`src/rtl/mem_access_unit.sv`:
```
// rtl/mem_access_unit.sv - MEM-stage load/store unit: req/ack data-memory bus master with stall and fault handling
// Formats store data, extends load data, and stalls the pipeline until the bus access completes or times out.
module mem_access_unit #(
  parameter int unsigned TIMEOUT = 16
) (
  input  logic        clk,
  input  logic        reset,
  input  logic        MemRead_MEM,
  input  logic        MemWrite_MEM,
  input  logic [2:0]  funct3_MEM,
  input  logic [31:0] ALU_OUT_MEM,
  input  logic [31:0] STORE_DATA_MEM,
  output logic        dmem_req,
  output logic        dmem_we,
  output logic [31:0] dmem_addr,
  output logic [3:0]  dmem_be,
  output logic [31:0] dmem_wdata,
  input  logic [31:0] dmem_rdata,
  input  logic        dmem_ack,
  output logic [31:0] DATA_MEMORY_MEM,
  output logic        mem_stall,
  output logic        access_fault,
  output logic        bus_error
);

  typedef enum logic [1:0] {S_IDLE, S_WAIT, S_DONE} state_t;

  state_t      state_q, state_d;
  logic        req_q, req_d;
  logic        we_q, we_d;
  logic [31:0] addr_q, addr_d;
  logic [3:0]  be_q, be_d;
  logic [31:0] wdata_q, wdata_d;
  logic [31:0] data_q, data_d;
  logic        berr_q, berr_d;
  logic [7:0]  cnt_q, cnt_d;
  logic [2:0]  funct3_q, funct3_d;
  logic [1:0]  lane_q, lane_d;

  logic        access;
  logic        legal;
  logic        misaligned;
  logic        fault;
  logic        issue;
  logic        timeout_hit;
  logic [3:0]  be_fmt;
  logic [31:0] wdata_fmt;
  logic [31:0] rdata_shift;
  logic [7:0]  byte_sel;
  logic [15:0] half_sel;
  logic [31:0] load_ext;

  assign access      = MemRead_MEM | MemWrite_MEM;
  assign fault       = access & (~legal | misaligned | (MemRead_MEM & MemWrite_MEM));
  assign issue       = access & ~fault;
  assign timeout_hit = (cnt_q == 8'(TIMEOUT - 1));

  // Request decode: legality, alignment and lane formatting of the IDLE-cycle inputs
  always_comb begin
    legal = 1'b0;
    if (MemRead_MEM) begin
      legal = (funct3_MEM == 3'b000) | (funct3_MEM == 3'b001) | (funct3_MEM == 3'b010) |
              (funct3_MEM == 3'b100) | (funct3_MEM == 3'b101);
    end else begin
      legal = (funct3_MEM == 3'b000) | (funct3_MEM == 3'b001) | (funct3_MEM == 3'b010);
    end

    misaligned = 1'b0;
    case (funct3_MEM[1:0])
      2'b01:   misaligned = ALU_OUT_MEM[0];
      2'b10:   misaligned = (ALU_OUT_MEM[1:0] != 2'b00);
      default: misaligned = 1'b0;
    endcase

    be_fmt    = 4'b1111;
    wdata_fmt = 32'h0;
    case (funct3_MEM[1:0])
      2'b00: begin
        be_fmt    = 4'b0001 << ALU_OUT_MEM[1:0];
        wdata_fmt = {4{STORE_DATA_MEM[7:0]}};
      end
      2'b01: begin
        be_fmt    = ALU_OUT_MEM[1] ? 4'b1100 : 4'b0011;
        wdata_fmt = {2{STORE_DATA_MEM[15:0]}};
      end
      default: begin
        be_fmt    = 4'b1111;
        wdata_fmt = STORE_DATA_MEM;
      end
    endcase
    if (!MemWrite_MEM) begin
      wdata_fmt = 32'h0;
    end
  end

  // Load extension uses the lane and funct3 captured at issue, not the live inputs
  always_comb begin
    rdata_shift = dmem_rdata >> {lane_q, 3'b000};
    byte_sel    = rdata_shift[7:0];
    half_sel    = lane_q[1] ? dmem_rdata[31:16] : dmem_rdata[15:0];
    case (funct3_q)
      3'b000:  load_ext = {{24{byte_sel[7]}}, byte_sel};
      3'b100:  load_ext = {24'h0, byte_sel};
      3'b001:  load_ext = {{16{half_sel[15]}}, half_sel};
      3'b101:  load_ext = {16'h0, half_sel};
      default: load_ext = dmem_rdata;
    endcase
  end

  always_ff @(posedge clk or negedge reset) begin
    if (!reset) begin
      state_q <= S_IDLE;
    end else begin
      state_q <= state_d;
    end
  end

  always_comb begin
    state_d = state_q;
    case (state_q)
      S_IDLE:  if (issue) state_d = S_WAIT;
      S_WAIT:  if (dmem_ack || timeout_hit) state_d = S_DONE;
      S_DONE:  state_d = S_IDLE;
      default: state_d = S_IDLE;
    endcase
  end

  always_comb begin
    mem_stall    = 1'b0;
    access_fault = 1'b0;
    req_d        = req_q;
    we_d         = we_q;
    addr_d       = addr_q;
    be_d         = be_q;
    wdata_d      = wdata_q;
    data_d       = data_q;
    berr_d       = 1'b0;
    cnt_d        = cnt_q;
    funct3_d     = funct3_q;
    lane_d       = lane_q;
    case (state_q)
      S_IDLE: begin
        mem_stall    = issue;
        access_fault = fault;
        if (issue) begin
          req_d    = 1'b1;
          we_d     = MemWrite_MEM;
          addr_d   = {ALU_OUT_MEM[31:2], 2'b00};
          be_d     = be_fmt;
          wdata_d  = wdata_fmt;
          cnt_d    = 8'h0;
          funct3_d = funct3_MEM;
          lane_d   = ALU_OUT_MEM[1:0];
        end
      end
      S_WAIT: begin
        mem_stall = 1'b1;
        // An ack in the same cycle as the timeout takes priority
        if (dmem_ack) begin
          req_d = 1'b0;
          if (!we_q) begin
            data_d = load_ext;
          end
        end else if (timeout_hit) begin
          req_d  = 1'b0;
          berr_d = 1'b1;
          data_d = 32'h0;
        end else begin
          cnt_d = cnt_q + 8'h1;
        end
      end
      default: begin
        mem_stall = 1'b0;
      end
    endcase
  end

  always_ff @(posedge clk or negedge reset) begin
    if (!reset) begin
      req_q    <= 1'b0;
      we_q     <= 1'b0;
      addr_q   <= 32'h0;
      be_q     <= 4'h0;
      wdata_q  <= 32'h0;
      data_q   <= 32'h0;
      berr_q   <= 1'b0;
      cnt_q    <= 8'h0;
      funct3_q <= 3'h0;
      lane_q   <= 2'h0;
    end else begin
      req_q    <= req_d;
      we_q     <= we_d;
      addr_q   <= addr_d;
      be_q     <= be_d;
      wdata_q  <= wdata_d;
      data_q   <= data_d;
      berr_q   <= berr_d;
      cnt_q    <= cnt_d;
      funct3_q <= funct3_d;
      lane_q   <= lane_d;
    end
  end

  assign dmem_req        = req_q;
  assign dmem_we         = we_q;
  assign dmem_addr       = addr_q;
  assign dmem_be         = be_q;
  assign dmem_wdata      = wdata_q;
  assign DATA_MEMORY_MEM = data_q;
  assign bus_error       = berr_q;

endmodule

```
`config.mk`:
```
export PLATFORM = sky130hd
export DESIGN_NAME = mem_access_unit
export DESIGN_NICKNAME = d
export VERILOG_FILES = /design/src/rtl/mem_access_unit.sv
export SDC_FILE = /design/constraint.sdc
export NUM_CORES = 1
export LEC_CHECK = 0
export ABC_AREA = 1
export ABC_CLOCK_PERIOD_IN_PS = 4000
export CAP_MARGIN = 5
export CORE_ASPECT_RATIO = 0.9
export CORE_MARGIN = 2
export CORE_UTILIZATION = 35
export DETAILED_ROUTE_END_ITERATION = 8
export PLACE_DENSITY_LB_ADDON = 0.15
export SYNTH_ARGS = -nofsm -noshare
export SYNTH_HDL_FRONTEND = slang
export SYNTH_SLANG_ARGS = --single-unit
```
`constraint.sdc`:
```
create_clock -name clk -period 4 [get_ports clk]
set_clock_uncertainty 0.1 [all_clocks]
set_input_delay 0.8 -clock clk [delete_from_list [all_inputs] [get_ports clk]]
set_output_delay 0.8 -clock clk [all_outputs]
set_load 0.05 [all_outputs]
```
==> flow_summary_export.csv <==
group,metric,value,unit
timing,setup_viol,0,
drt,ant_nets,0,
drt,vias,5849,
die,die_w,142,um
clock_network,clock_sinks,116,
timing,slew_headroom,44.0,%
die,die-area,18300,sq um
global_routing,grt_usage,21.1,%
critical_path,worstPathRequired,3100,ps
clock_network,post_cts_buffers,0,
global_routing,antenna_found_initial,0,
drt,post_drt_wl_per_cell,15.5,um
clock_network,postCtsResizedCells,0,
place,gp_congestion,0.874,
power,powerDensity,769,nW/um^2
drt,drcViolationCount,0,
place,numPortBuffers,206,
die,num_rows,45,
clock_network,cts_max_level,4,
logic_synthesis,synth_cells,790,
critical_path,path_class,"input pin to output port",
global_routing,grt_max_degree,124,
logic_synthesis,yosys_warnings,0,
power,leakagePower,4.22,nW
cells_and_area,syn2layout_area_growth,47.4,%
timing,period_share,82.9,%
global_routing,met1_usage,28.9,%
global_routing,grt_busiest_layer,"met2",
critical_path,crit_fanout,3,
clock_network,cts_buffers,17,
cells_and_area,diodes,0,
timing,worst_pin_slew,839,ps
cells_and_area,layout-drive-gt1-share,8.34,%
timing,layout_setup_ws,684,ps
drt,drt-vias-per-instance,4.85,
global_routing,grt_pass1_wl,30300,um
cells_and_area,finish.utilization,52.6,%
drt,drt-pass1-iter-count,5,
place,dp_hpwl,12800,um
clock_network,clockBufferDepth,2,
critical_path,cp.arrival,2420,ps
die,die_h,129,um
place,pre_cts_ws,653,ps
cells_and_area,final_nets,1090,
global_routing,grt_util_met3,8.34,%
clock_network,clkSlewWorstSetupHoldPaths,60,ps
timing,hold_viol,0,
critical_path,start_kind,"input pin",
clock_network,root_buffer,"clkbuf_16",
clock_network,postCtsHoldBufs,0,
global_routing,grt_util_met2,30.9,%
timing,fmax,0.302,GHz
logic_synthesis,avgSynthCellArea,7.64,sq um
timing,rsz0062_at_grt,"false",
drt,wl,18700,um
power,ir_worst_vdd,0.000347,V
drt,drt_iter0_markers,386,
logic_synthesis,ys_seq_area_share,48.1,%
die,ios,209,
timing,tns,0,ps
die,core_area,16900,sq um
timing,fin_crit,3320,ps
clock_network,clock_latency,420,ps
timing,finalMaxSlewViolations,0,
logic_synthesis,synth.ff_latch_count,116,
logic_synthesis,synth_area,6030,sq um
global_routing,first_global_vias,5842,
global_routing,gr-total-overflow,0,
clock_network,cts_tree,"done",
die,start_util,35.7,%
critical_path,cp-end-kind,"output port",
min_path,hold_class,"register to register",
logic_synthesis,synth_cell_type_count,38,
run_status,status,"finished clean",
run,maxCapViolations,0,
[power breakdown]
part	switching [W]	internal, W	leakage (nW)
logic	0.00213	0.00103	2.39
clock network	0.000563	0.00125	0.331
registers	0.000290	0.00157	1.50
[placed cells by master, fill, tap and decap left out, types with 2 or more instances in the layout]
cell type          n
nand3_1           91
bufinv_16          7
or2_2             19
clkdlybuf4s50_1  203
clkinv_1           2
ha_1               4
a21oi_1           22
nor2_4             2
inv_2              3
inv_1             32
clkbuf_1           2
nand2_2            2
buf_12             3
conb_1             2
o21ai_1           13
dfrtp_1          116
xnor2_1            2
nor3_1             3
xor2_1             3
o21ai_0           61
clkbuf_16         17
nor2_1            46
nand4_1            2
a21oi_2            2
o21ai_2            4
o211ai_1           5
buf_4             12
or2_0              3
clkinv_4           3
a311oi_1           2
nand2_1          296
clkinvlp_4         2
[worst max-delay path, stage by stage]
cell and delay [ps]:
clkdlybuf4s50_1 490, clkinv_1 130, ha_1 260, nor2_4 120, o21ai_1 60, nand2_1 90, a21oi_2 40, nor3_1 170
buf_4 240
[area by class of cell]
type,instances,area (sq um)
flip-flops and latches,116,2900
multi-input cells,591,2700
inverters,38,145
fillers,1653,8000
clock buffers,20,447
well taps,211,264
repair buffers,218,2180
clock inverters,12,251
[per-stage QoR]
stage	cells	power [W]	hold WS, ps	instance area, sq um
after CTS	1206	0.00690	380	8890
after floorplan	791	0.00390	372	6040
final	1206	0.00683	375	8890
after global routing	1206	0.00719	393	8890
after detailed placement	1174	0.00504	365	8190
after global placement	1174	0.00503	362	8190
[synthesized netlist by cell type, drive strengths merged]
library cell | instances | area (sq um)
o21ai | 78 | 405
nor2 | 49 | 201
a21oi | 24 | 128
buf | 32 | 234
nand2 | 298 | 1120
nor3 | 4 | 25.0
o211ai | 5 | 37.5
nand3b | 1 | 20.0
conb | 1 | 3.75
a311oi | 2 | 17.5
inv | 36 | 138
or2 | 23 | 144
nand4 | 2 | 12.5
clkbuf | 14 | 55.1
xnor2 | 2 | 17.5
clkinv | 2 | 7.51
nand3 | 92 | 465
o21bai | 2 | 18.8
dfrtp | 116 | 2900
xor2 | 3 | 26.3
ha | 4 | 50.1
[registers in the layout, indices dropped and copies added (netlist names)]
name / cells
dmem_be: 4
dmem_wdata: 32
lane_q: 2
state_q: 2
cnt_q: 8
funct3_q: 3
dmem_req: 1
dmem_addr: 30
dmem_we: 1
bus_error: 1
DATA_MEMORY_MEM: 32
[final timing paths]
check / cells past startpoint / start / end / slack, ps
max in group asynchronous: 2 / reset / DATA_MEMORY_MEM[31]$_DFFE_PN0P_ / 2630
setup reg to reg: 7 / lane_q[1]$_DFFE_PN0P_ / DATA_MEMORY_MEM[29]$_DFFE_PN0P_ / 1560
setup / recovery: 9 / funct3_MEM[1] / access_fault / 680
min in group asynchronous: 1 / reset / DATA_MEMORY_MEM[6]$_DFFE_PN0P_ / 380
hold reg to reg: 2 / dmem_addr[21]$_DFFE_PN0P_ / dmem_addr[21]$_DFFE_PN0P_ / 370
hold / removal: 2 / dmem_addr[21]$_DFFE_PN0P_ / dmem_addr[21]$_DFFE_PN0P_ / 370
[cells by family after synthesis]
kind of cell               count (synthesis)  share of synthesized area, %
and+or+nand+nor                          469                          33.0
DFF                                      116                          48.1
AOI/OAI and AO/OA                        111                          10.1
buffers and inverters                     84                          7.20
xor gates and xnor gates                   5                         0.726
adders and majority gates                  4                         0.830
other                                      1                        0.0622
[metal layers]
| metal | share of wire (%) | vias up | wire length, um |
|---|---|---|---|
| met4 | 1.5 | 0 | 288 |
| met3 | 9.6 | 20 | 1790 |
| met1 | 46 | 2691 | 8550 |
| li1 | - | 2924 | - |
| met2 | 43 | 214 | 8050 |
| met5 | 0 | - | 0 |
Note: power is estimated with default switching activity, not from simulation.
